--- config.mk ---
export PLATFORM = sky130hd
export DESIGN_NAME = mac_8
export DESIGN_NICKNAME = d
export VERILOG_FILES = /design/src/rtl/mac_8.sv
export SDC_FILE = /design/constraint.sdc
export NUM_CORES = 1
export LEC_CHECK = 0
export CAP_MARGIN = 20
export CELL_PAD_IN_SITES_DETAIL_PLACEMENT = 1
export CELL_PAD_IN_SITES_GLOBAL_PLACEMENT = 1
export CORE_MARGIN = 2
export CORE_UTILIZATION = 46
export CTS_BUF_LIST = sky130_fd_sc_hd__clkbuf_8
export CTS_CLUSTER_DIAMETER = 200
export DETAILED_ROUTE_END_ITERATION = 8
export GPL_TIMING_DRIVEN = 0
export PLACE_DENSITY_LB_ADDON = 0.15
export REMOVE_ABC_BUFFERS = 1
export SYNTH_ARGS = -nofsm -noshare
export SYNTH_HDL_FRONTEND = slang
export SYNTH_SLANG_ARGS = --single-unit
--- constraint.sdc ---
create_clock -name clk_i -period 5.43 [get_ports clk_i]
set_input_delay 0.543 -clock clk_i [delete_from_list [all_inputs] [get_ports clk_i]]
set_output_delay 0.543 -clock clk_i [all_outputs]
set_load 0.01 [all_outputs]
--- src/rtl/mac_8.sv ---
// Sequential 8-bit multiply-accumulate stage wrapped around the combinational mul_8.
// Accepts Len operand pairs on a valid/ready stream and presents their product sum downstream.

module mul_8 (
  input  logic [7:0]  a,
  input  logic [7:0]  b,
  output logic [15:0] prod
);

  assign prod = 16'(a) * 16'(b);

endmodule

module mac_8 #(
  parameter int unsigned Len  = 4,
  parameter int unsigned AccW = 18
) (
  input  logic            clk_i,
  input  logic            rst_ni,
  input  logic            valid_i,
  output logic            ready_o,
  input  logic [7:0]      a_i,
  input  logic [7:0]      b_i,
  output logic            valid_o,
  input  logic            ready_i,
  output logic [AccW-1:0] acc_o,
  output logic            ovf_o
);

  localparam int unsigned CntW = $clog2(Len + 1);

  typedef enum logic [1:0] {
    ACCUM = 2'd0,
    DRAIN = 2'd1,
    HOLD  = 2'd2
  } state_t;

  state_t            state_q, state_d;
  logic [7:0]        a_q, b_q;
  logic              pv_q;
  logic [15:0]       prod;
  logic [AccW-1:0]   acc_q;
  logic              ovf_q;
  logic [CntW-1:0]   cnt_q;
  logic              accept;
  logic              last;
  logic [AccW:0]     sum;

  mul_8 u_mul (
    .a    (a_q),
    .b    (b_q),
    .prod (prod)
  );

  assign accept = valid_i && ready_o;
  assign last   = (cnt_q == CntW'(Len - 1));
  assign sum    = {1'b0, acc_q} + (AccW + 1)'(prod);

  assign acc_o = acc_q;
  assign ovf_o = ovf_q;

  // Handshake flags are decoded from state only; reset gates both low.
  always_comb begin
    state_d = state_q;
    ready_o = 1'b0;
    valid_o = 1'b0;
    case (state_q)
      ACCUM: begin
        ready_o = rst_ni;
        if (valid_i && last) state_d = DRAIN;
      end
      DRAIN: state_d = HOLD;
      HOLD: begin
        valid_o = rst_ni;
        if (ready_i) state_d = ACCUM;
      end
      default: state_d = ACCUM;
    endcase
  end

  always_ff @(posedge clk_i) begin
    if (!rst_ni) begin
      state_q <= ACCUM;
      a_q     <= 8'd0;
      b_q     <= 8'd0;
      pv_q    <= 1'b0;
      acc_q   <= '0;
      ovf_q   <= 1'b0;
      cnt_q   <= '0;
    end else begin
      state_q <= state_d;
      pv_q    <= accept;
      if (accept) begin
        a_q   <= a_i;
        b_q   <= b_i;
        cnt_q <= cnt_q + CntW'(1);
      end
      // No product is ever in flight while HOLD, so clear and add never collide.
      if (state_q == HOLD && ready_i) begin
        acc_q <= '0;
        ovf_q <= 1'b0;
        cnt_q <= '0;
      end else if (pv_q) begin
        acc_q <= sum[AccW-1:0];
        ovf_q <= ovf_q | sum[AccW];
      end
    end
  end

endmodule

After elaboration in Yosys (flattened, before gate mapping)
Cells that the tools add are included.

word-level totals
  flip-flop bits (word level) = 41
  RAM bits = 0
  bits of input ports = 20
  ROM bits = 0
  memories kept = 0
  bits in latches = 0
  word-level logic and storage cells = 28
  output and inout bits = 21

operators by class
  shifts and indexed selects = 0
  muxes and demuxes = 5
  multipliers = 1
  equality and inequality tests = 5
  $add $sub $neg = 2
  order comparisons = 0
  reductions and logical operators = 6
  div/mod/pow operators = 0
  bitwise logic cells = 2

operators by type and width
  operator             number
  $add 18x16->19       1
  $mul 8x8->16         1
  $pmux 2 s3           1
  $mux 2               2
  $ne 2x2->1 const B   2
  $add 3x1->3 const B  1
  $eq 3x2->1 const B   1
  $logic_and 1x1->1    3
  $eq 2x1->1 const B   1
  $eq 2x2->1 const B   1
  $logic_not 2->1      1
  $mux 1               2
  $reduce_and 2->1     1
  $reduce_or 2->1      1
  $not 1->1            1
  $or 1x1->1           1

Longest topological paths before layout
Gate-level depths: netlist (run 1).

  word-level depth = 4
  mapped depth = 18
  mapped depth without buffers = 17

Hierarchy
From an unflattened synthesis (run 1), not the netlist that was laid out.

unflattened totals
  cells, all modules = 535
  area total of the unflattened synthesis = 4508.1 µm²

modules (own cells, without submodules)
  module  cells an instance  area an instance (µm²)  times used  seq. area each (µm²)
  mac_8   292                2398.6                  1           820.8
  mul_8   243                2109.5                  1           0.0

Worst setup path before layout (run 1)
Ideal clock, no wire load.

  kind = reg-to-reg
  start point = register a_q[4]
  end point = register acc_q[17], in the netlist acc_o[17]
  clock period less this slack = 4.354 ns
  library setup time = 0.086 ns
  path buffers = 1
  arrival time = 4.269 ns
  stages on the path, launching flop included = 17
  data required time = 5.344 ns
  path slack = 1.076 ns
  cells stage by stage = dfxtp_1 > clkbuf_1 > nand2_1 > fa_1 > fa_1 > inv_1 > fa_1 > inv_1 > fa_1 > inv_1 > ha_1 > a21oi_1 > nor2b_1 > a21oi_2 > o31a_1 > xnor2_1 > a211oi_1

between the ends
  word-level cells in the longest chain between the ends = 2

RTL lines
  item                    RTL line  text
  from (decl)             39        logic [7:0] a_q, b_q;
  from (signal assigned)  94        a_q <= a_i;
  $mul 8x8->16            10        assign prod = 16'(a) * 16'(b);
  $add 18x16->19          57        assign sum = {1'b0, acc_q} + (AccW + 1)'(prod);
  to (signal assigned)    104       acc_q <= sum[AccW-1:0];
  to (decl)               42        logic [AccW-1:0] acc_q;

No other way between the ends.
A chain may end at the register's enable or synchronous reset.

Final worst setup path (run 1)
  start point = register b_q[6]
  end point = register acc_q[17], in the netlist acc_o[17]

between the ends
  word-level cells in the longest chain between the ends = 2

RTL lines
  item                    RTL line  text
  from (decl)             39
  from (signal assigned)  95        b_q <= b_i;
  $mul 8x8->16            10
  $add 18x16->19          57

No other way between the ends.

==> results of run 1 <==
-- cell usage after synthesis, drive strengths merged --
cell type and count:
nand3 2, nor2b 6, o211ai 2, a31oi 2, ha 43, buf 4, o31ai 2, nand2b 3
clkbuf 9, a21o 2, a21oi 10, xnor2 7, and2b 1, a211oi 3, o31a 1, or3 3
xor2 5, o21a 4, a21boi 19, nand4 2, inv 95, o21ai 10, mux2i 8, nor2 21
and3b 2, fa 50, nor3b 1, nand2 78, and2 36, o22ai 5, a311oi 1, and4 1
and3 2, dfxtp 41
-- area by class of cell --
type                       instances  area [µm²]
sequential                        41       820.8
timing repair buffer              40       400.4
tap                              108       135.1
clock inverter                     3       46.29
inverter                          95       356.6
multi-input combinational        332        2919
clock buffer                       5       68.82
fill                            1053        4016
-- flip-flops by register name, summed over array words and instances (netlist names) --
register	cells
acc_o	18
a_q	8
b_q	8
cnt_q	3
state_q	2
ovf_o	1
pv_q	1
-- how the worst max path moves through the flow --
stage	from	end	slack, ns
after floorplan	b_q[7]	acc_o[17]	1.10
final	b_q[6]	acc_o[17]	0.71
after global routing	a_q[5]	acc_o[15]	0.47
after detailed placement	b_q[6]	acc_o[17]	0.68
after global placement	b_q[7]	acc_o[17]	0.76
after CTS	b_q[6]	acc_o[17]	0.62
-- cells in the final DEF (no fill, tap or decap), types with 2 or more instances in the layout --
cell	count
a211oi_1	3
a21boi_0	19
a21oi_1	8
a21oi_2	2
and2_1	36
and3b_1	2
clkbuf_8	5
clkdlybuf4s50_1	40
dfxtp_1	41
fa_1	50
ha_1	43
inv_1	95
mux2i_1	8
nand2_1	77
nand2b_1	3
nand3_1	2
nor2_1	21
nor2b_1	6
o211ai_1	2
o21a_1	4
o21ai_0	9
o22ai_1	4
o31ai_1	2
or3_1	3
xnor2_1	7
xor2_1	5
-- power groups by stage --
stage | logic [W] | registers (W) | clock network [W]
6_report | 0.0000944 | 0.000330 | 0.000268
3_5_place_dp | 0.0000964 | 0.000337 | 0
5_1_grt | 0.000108 | 0.000332 | 0.000288
3_3_place_gp | 0.0000920 | 0.000336 | 0
4_1_cts | 0.0000970 | 0.000330 | 0.000277
2_1_floorplan | 0.0000582 | 0.000330 | 0
-- metrics by stage --
step | area (µm²) | worst slack, ns | hold WS [ns] | util [%] | cells
detailed placement | 4632 | 0.6818 | 0.4616 | 52.86 | 616
CTS | 4747 | 0.6211 | 0.4751 | 54.17 | 624
floorplan | 4096 | 1.099 | 0.4400 | - | 468
global placement | 4632 | 0.7603 | 0.4454 | 52.86 | 616
finish | 4747 | 0.7070 | 0.4703 | 54.17 | 624
global route | 4747 | 0.4732 | 0.4906 | 54.17 | 624
-- worst max-delay path: cells and delay by family (launching register included) --
| kind | cells | cell delay [ns] |
|---|---|---|
| adder cells (fa/ha/maj) | 5 | 2.47 |
| AO/OA/AOI/OAI | 4 | 1.02 |
| flip-flops | 1 | 0.52 |
| AND/OR/NAND/NOR | 2 | 0.34 |
| buffers and inverters | 3 | 0.15 |
| XOR/XNOR | 1 | 0.12 |
-- logic make-up (layout without fill, tap and decap cells) --
family / Yosys count / in the layout / synth area share [%]
xor gates and xnor gates: 12 / 12 / 2.528
DFF: 41 / 41 / 19.74
buffers and inverters: 108 / 143 / 10.05
adders and majority gates: 93 / 93 / 37.01
AOI/OAI and AO/OA: 61 / 61 / 10.47
muxes: 8 / 8 / 1.926
and+or+nand+nor: 158 / 158 / 18.27
-- layer usage --
layer | GRT usage [%] | vias up | part of all wire [%]
met3 | 2.482 | 8 | 2.3
met5 | 0 | - | 0
met1 | 25.18 | 1588 | 43
li1 | - | 1563 | -
met4 | 4.320 | 0 | 1.2
met2 | 37.63 | 45 | 53
==> results.sh, run 1 <==
export IMPL_crit_chain="nand2_1, fa_1, fa_1, inv_1, fa_1, inv_1, fa_1, inv_1, ha_1, a21oi_1, nor2b_1, a21oi_2, o31a_1, xnor2_1, a211oi_1"
export IMPL_r2r_cells=15
export IMPL_crit_path_end_kind="flop"
export IMPL_cts_tree="done"
export IMPL_grt_usage_pct=20.29
export IMPL_syn_to_final_growth_pct=14.17
export IMPL_swShare_pct=28.59
export IMPL_synth_top_area_share_pct=24.07
export IMPL_p_total_w=0.0006925
export IMPL_rsz0062_at_grt="false"
export IMPL_drv_cap=0
export IMPL_io_buffers=40
export IMPL_viasPerCell=5.135
export IMPL_max_freq_mhz=211.7
export IMPL_via_count=3204
export IMPL_die_h_um=99.07
export IMPL_diodes=0
export IMPL_cts_sinks=41
export IMPL_status="complete, no violations"
export IMPL_die_w_um=99.07
export IMPL_ctsHoldBuffers=0
export IMPL_ys_seq_elements=41
export IMPL_clk_pin_slew_worst_paths_ns=0.10
export IMPL_yosysWarnings=0
export IMPL_grt_pass1_wl_mm=15.86
export IMPL_ff2ff_setup_slack_ns=0.71
export IMPL_finClkSkew_ns=0.007980
export IMPL_nets=628
export IMPL_gp_congestion=0.7472
export IMPL_layout_drive_gt1_share_pct=3.488
export IMPL_finalCriticalPeriod_ns=4.723
export IMPL_pwr_share_seq_pct=47.6
export IMPL_finalMaxSlewViolations=0
export IMPL_synth_area_leaders="fa_1, dfxtp_1, ha_1"
export IMPL_cp_arrival_ns=4.94
export IMPL_hold_depth=2
export IMPL_route_antenna_remaining_nets=0
export IMPL_design_core_area_um2=8763
export IMPL_comb_power_share_pct=13.6
export IMPL_die_area_um2=9815
export IMPL_grt_pass1_vias=3363
export IMPL_powerDensity_nw_per_um2=145.9
export IMPL_clock_tree_root_cell="clkbuf_8"
export IMPL_netlist_area_um2=4158
export IMPL_hp_start="cnt_q[1]"
export IMPL_row_count=34
export IMPL_dr_pass1_iters=4
export IMPL_rr_endpoint="acc_o[17]"
export IMPL_cts_made_buffers=5
export IMPL_hold_end="cnt_q[1]"
export IMPL_h_tree_depth=2
export IMPL_peakVddDrop_mv=0.08859
export IMPL_syn_inst=481
export IMPL_start_util_pct=47.44
export IMPL_num_io_pins=41
export IMPL_drc=0
export IMPL_clockBufferDepth=2
export IMPL_worst_slew_pin_slew_ns=0.9641
export IMPL_drt_wl_total_mm=9.361
export IMPL_insertion_delay_ns=0.30
export IMPL_setup_viol=0
export IMPL_post_route_period_util_pct=86.98
export IMPL_relSlewSlack_pct=35.64
export IMPL_rr_startpoint="b_q[6]"
export IMPL_cts_setup_buffers=0
export IMPL_p_int_w=0.0004945
export IMPL_wl_per_cell_um=15.00
export IMPL_grt_max_degree=22
export IMPL_drt_iter0_drc=93
export IMPL_hold_violations=0
export IMPL_grt_overflow=0
export IMPL_leakage_nw=2.264
export IMPL_antenna_found_initial=0
export IMPL_clock_power_share_pct=38.8
export IMPL_crit_fanout=9
export IMPL_cp_common_cell="fa_1"
export IMPL_synth_top_cell_by_area="fa_1"
export IMPL_syn_avg_cell_area_um2=8.644
export IMPL_setup_tns_final_ns=0
export IMPL_hpwl_mm=7.586
export IMPL_hold_path_class="flop to flop"
export IMPL_postCtsResizedCells=0
export IMPL_ys_seq_area_share_pct=19.74
export IMPL_power_switching_w=0.0001980
export IMPL_critical_path_class="flop to flop"
export IMPL_cpMaxStageDelayCell="fa_1"
export IMPL_cpPeakStageDelay_ns=0.56
export IMPL_crit_required_ns=5.65
export IMPL_netlist_cell_type_count=45
export IMPL_start_kind="flop"
Power figures use the tool's default switching activity.
==> run 2, diff against run 1 <==
- SETUP_SLACK_MARGIN: default -> 0.5
==> results.sh, run 2 (synthesized netlist as in run 1, its figures left out) <==
export IMPL_cpPeakStageDelay_ns=0.55
export IMPL_hold_path_class="flop to flop"
export IMPL_start_kind="flop"
export IMPL_finClkSkew_ns=0.008403
export IMPL_crit_path_end_kind="flop"
export IMPL_cts_made_buffers=5
export IMPL_grt_pass1_wl_mm=15.86
export IMPL_dpl_instance_area_um2=4632
export IMPL_max_freq_mhz=215.7
export IMPL_die_h_um=99.07
export IMPL_cp_common_cell="fa_1"
export IMPL_clock_tree_root_cell="clkbuf_8"
export IMPL_insertion_delay_ns=0.30
export IMPL_stdcell_count=624
export IMPL_setup_viol=0
export IMPL_fillers=1053
export IMPL_grt_max_degree=22
export IMPL_crit_required_ns=5.61
export IMPL_num_io_pins=41
export IMPL_largest_reg_flops=18
export IMPL_drv_cap=0
export IMPL_clockBufferDepth=2
export IMPL_viasPerCell=5.135
export IMPL_cts_setup_buffers=0
export IMPL_io_buffers=40
export IMPL_start_util_pct=47.44
export IMPL_clk_pin_slew_worst_paths_ns=0.10
export IMPL_critical_path_class="flop to flop"
export IMPL_grt_usage_pct=20.29
export IMPL_gp_congestion=0.7472
export IMPL_hold_violations=0
export IMPL_cts_sinks=41
export IMPL_via_count=3204
export IMPL_rsz0062_at_grt="true"
export IMPL_drc=0
export IMPL_preCtsSetupSlack_ns=0.6818
export IMPL_crit_buf_inv=2
export IMPL_wl_per_cell_um=15.04
export IMPL_layout_drive_gt1_share_pct=3.876
export IMPL_finalMaxSlewViolations=0
export IMPL_cpMaxStageDelayCell="fa_1"
export IMPL_grt_pass1_vias=3363
export IMPL_syn_to_final_growth_pct=14.29
export IMPL_drt_iter0_drc=98
export IMPL_setup_tns_final_ns=0
export IMPL_route_antenna_remaining_nets=0
export IMPL_cp_arrival_ns=4.82
export IMPL_dp_cells=616
export IMPL_p_total_w=0.0006932
export IMPL_grt_overflow=0
export IMPL_status="complete, no violations"
export IMPL_post_route_period_util_pct=85.40
export IMPL_powerDensity_nw_per_um2=145.9
export IMPL_peakVddDrop_mv=0.08859
export IMPL_ctsHoldBuffers=0
export IMPL_crit_family="adder cells"
export IMPL_final_area_um2=4752
export IMPL_h_tree_depth=2
export IMPL_crit_fanout=9
export IMPL_die_w_um=99.07
export IMPL_design_core_area_um2=8763
export IMPL_relSlewSlack_pct=35.06
export IMPL_worst_slew_pin_slew_ns=0.9728
export IMPL_leakage_nw=2.266
export IMPL_drt_wl_total_mm=9.384
export IMPL_antenna_found_initial=0
export IMPL_layout_commonest_cell="inv_1"
export IMPL_nets=628
export IMPL_die_area_um2=9815
export IMPL_row_count=34
export IMPL_hpwl_mm=7.586
export IMPL_dr_pass1_iters=4
export IMPL_finalCriticalPeriod_ns=4.637
export IMPL_crit_chain="and2_1, fa_1, fa_1, fa_1, inv_1, fa_1, inv_1, ha_1, a21oi_1, o21ai_0, or3_1, o22ai_1, xor2_1, o21ai_0"
export IMPL_diodes=0
export IMPL_cts_tree="done"
export IMPL_mostFrequentLayoutCells="inv_1, nand2_1, fa_1, ha_1"
export IMPL_fin_ws_ns=0.7929
-- run 2: cell count changes in the layout (fill, tap and decap cells not counted) --
cell,change
dfxtp_1,-1
a21oi_1,-1
dfxtp_2,+1
a21oi_2,+1
-- run 2: area by class of cell --
type	instances	area, µm²	area share, %
Sequential cell	41	822.0	17.30
Multi-Input combinational cell	332	2923	61.51
Clock inverter	3	46.29	0.9742
Clock buffer	5	68.82	1.448
Timing Repair Buffer	40	400.4	8.425
Tap cell	108	135.1	2.844
Inverter	95	356.6	7.504
-- run 2: power breakdown --
group,switching (W),internal (W),total (W)
clock network,0.000131,0.000138,0.000269
registers,0.0000194,0.000310,0.000330
logic,0.0000484,0.0000462,0.0000947
total,0.000199,0.000495,0.000693
-- run 2: timing repair --
item | in CTS | in global routing
setup endpoints to repair | 0 | 2
endpoints found under the hold margin | 0 | 0
resized for setup | 0 | 2
-- run 2: metrics by stage --
stage          util (%)  hold WS (ns)
2_1_floorplan         -        0.4400
3_3_place_gp      52.86        0.4454
3_5_place_dp      52.86        0.4616
4_1_cts           54.17        0.4751
5_1_grt           54.23        0.4906
6_report          54.23        0.4703
-- run 2: worst paths after layout --
| check | start | end | slack [ns] | cells past startpoint |
|---|---|---|---|---|
| setup / recovery | b_q[6] | acc_o[15] | 0.79 | 14 |
| hold / removal | cnt_q[1] | cnt_q[1] | 0.47 | 2 |
| setup reg to reg | b_q[6] | acc_o[15] | 0.79 | 14 |
| hold reg to reg | cnt_q[1] | cnt_q[1] | 0.47 | 2 |
-- run 2: worst reg2reg max path, cell delays in order (launching register included) --
cell and delay, ns:
dfxtp_1 0.52, and2_1 0.21, fa_1 0.44, fa_1 0.54
fa_1 0.55, inv_1 0.05, fa_1 0.54, inv_1 0.05
ha_1 0.36, a21oi_1 0.23, o21ai_0 0.20, or3_1 0.35
o22ai_1 0.20, xor2_1 0.18, o21ai_0 0.09
-- run 2: layer usage --
layer,GRT usage (%),vias to the layer above,routed length [µm]
li1,-,1563,-
met1,25.18,1591,4060
met2,37.63,42,5004
met3,2.482,8,201
met4,4.320,0,117
met5,0,-,0
==> run 3, diff against run 2 <==
- CTS_BUF_LIST: sky130_fd_sc_hd__clkbuf_8 -> sky130_fd_sc_hd__clkbuf_2
- RECOVER_POWER: default -> 25
==> results.sh, run 3 (synthesized netlist as in run 1, its figures left out) <==
export IMPL_antenna_found_initial=0
export IMPL_mostFrequentLayoutCells="inv_1, nand2_1, fa_1, ha_1, dfxtp_1"
export IMPL_fin_util_pct=53.68
export IMPL_cts_tree="done"
export IMPL_hpwl_mm=7.586
export IMPL_use_met3_pct=2.340
export IMPL_crit_path_end_kind="flop"
export IMPL_die_area_um2=9815
export IMPL_h_tree_depth=2
export IMPL_hold_path_class="flop to flop"
export IMPL_post_route_period_util_pct=86.68
export IMPL_clk_pin_slew_worst_paths_ns=0.27
export IMPL_num_io_pins=41
export IMPL_viasPerCell=5.103
export IMPL_cts_sinks=41
export IMPL_worst_hold_slack_ns=0.4831
export IMPL_cpMaxStageDelayCell="fa_1"
export IMPL_finClkSkew_ns=0.02346
export IMPL_setup_tns_final_ns=0
export IMPL_relSlewSlack_pct=35.15
export IMPL_peakVddDrop_mv=0.1138
export IMPL_crit_fanout=9
export IMPL_rsz0062_at_grt="false"
export IMPL_busiest_layer="met2"
export IMPL_clockBufferDepth=2
export IMPL_finalCriticalPeriod_ns=4.707
export IMPL_crit_buf_inv=3
export IMPL_ctsHoldBuffers=0
export IMPL_hold_violations=0
export IMPL_dr_pass1_iters=4
export IMPL_drt_iter0_drc=67
export IMPL_start_util_pct=47.44
export IMPL_die_w_um=99.07
export IMPL_dpl_instance_area_um2=4632
export IMPL_drc=0
export IMPL_grt_usage_pct=20.02
export IMPL_critical_path_class="flop to flop"
export IMPL_start_kind="flop"
export IMPL_die_h_um=99.07
export IMPL_leakage_nw=2.288
export IMPL_clock_tree_root_cell="clkbuf_2"
export IMPL_insertion_delay_ns=0.44
export IMPL_grt_pass1_vias=3323
export IMPL_grt_pass1_wl_mm=15.68
export IMPL_io_buffers=40
export IMPL_row_count=34
export IMPL_layout_drive_gt1_share_pct=3.876
export IMPL_cp_common_cell="fa_1"
export IMPL_wl_per_cell_um=14.89
export IMPL_route_antenna_remaining_nets=0
export IMPL_layout_commonest_cell="inv_1"
export IMPL_drt_wl_total_mm=9.292
export IMPL_crit_chain="nand2_1, fa_1, fa_1, inv_1, fa_1, inv_1, fa_1, inv_1, ha_1, a21oi_1, nor2b_1, a21oi_2, o31a_1, xnor2_1, a211oi_1"
export IMPL_final_area_um2=4705
export IMPL_grtUsageMet2_pct=37.16
export IMPL_worst_slew_pin_slew_ns=0.9714
export IMPL_drv_cap=0
export IMPL_largest_reg_flops=18
export IMPL_max_freq_mhz=212.5
export IMPL_setup_viol=0
export IMPL_cts_made_buffers=5
export IMPL_cp_arrival_ns=5.08
export IMPL_gp_congestion=0.7472
export IMPL_status="complete, no violations"
export IMPL_via_count=3184
export IMPL_powerDensity_nw_per_um2=133.7
export IMPL_nets=628
export IMPL_grt_max_degree=22
export IMPL_crit_family="adder cells"
export IMPL_syn_to_final_growth_pct=13.15
export IMPL_design_core_area_um2=8763
export IMPL_fillers=1056
export IMPL_grt_overflow=0
export IMPL_crit_required_ns=5.80
export IMPL_cpPeakStageDelay_ns=0.56
export IMPL_diodes=0
export IMPL_finalMaxSlewViolations=0
export IMPL_use_met1_pct=25.09
-- run 3: cell types whose count changed in the layout (fill, tap and decap cells not counted), moves of 2 or more --
cell / previous run / this run
clkdlybuf4s50_1: 40 / 28
dlygate4sd3_1: 0 / 12
clkbuf_2: 0 / 5
clkbuf_8: 5 / 0
dfxtp_1: 40 / 38
dfxtp_2: 1 / 3
-- run 3: worst paths after layout --
path,cells past startpoint,slack [ns],startpoint,endpoint
max reg2reg,15,0.72,a_q[1],acc_o[17]
max,15,0.72,a_q[1],acc_o[17]
min,2,0.48,cnt_q[1],cnt_q[1]
min reg2reg,2,0.48,cnt_q[1],cnt_q[1]
-- run 3: what timing repair did --
item	in CTS	in global routing
buffers inserted	0	0
endpoints found under the hold margin	0	0
endpoints found under the setup margin	0	2
resized for setup	0	3
-- run 3: where the power goes --
group | internal (W) | switching (W)
Combinational | 0.0000454 | 0.0000481
Sequential | 0.000312 | 0.0000195
Clock | 0.0000784 | 0.000126
-- run 3: cell type report --
| type | instances | area, µm² | share of cell area (%) |
|---|---|---|---|
| clock inverter | 3 | 46.29 | 0.9840 |
| tap | 108 | 135.1 | 2.872 |
| sequential | 41 | 824.5 | 17.53 |
| timing repair buffer | 40 | 400.4 | 8.511 |
| inverter | 95 | 356.6 | 7.580 |
| multi-input combinational | 332 | 2917 | 61.99 |
| clock buffer | 5 | 25.02 | 0.5319 |
-- run 3: stage by stage --
step,std cells,setup slack (ns),total power (W)
6_report,624,0.7232,0.0006289
3_3_place_gp,616,0.7603,0.0004284
2_1_floorplan,468,1.099,0.0003881
4_1_cts,624,0.5950,0.0006393
3_5_place_dp,616,0.6818,0.0004335
5_1_grt,624,0.5010,0.0006623
-- run 3: worst reg2reg max path: stages (launching register included) --
cell	delay [ns]
dfxtp_1	0.54
nand2_1	0.12
fa_1	0.49
fa_1	0.56
inv_1	0.06
fa_1	0.53
inv_1	0.05
fa_1	0.53
inv_1	0.04
ha_1	0.36
a21oi_1	0.37
nor2b_1	0.21
a21oi_2	0.11
o31a_1	0.33
xnor2_1	0.12
a211oi_1	0.21
-- run 3: metal layers --
layer	share of wire (%)	wire length, µm	up-vias
met4	0.80	74	0
met3	2.2	206	5
met5	0	0	-
li1	-	-	1561
met1	44	4105	1579
met2	53	4906	39
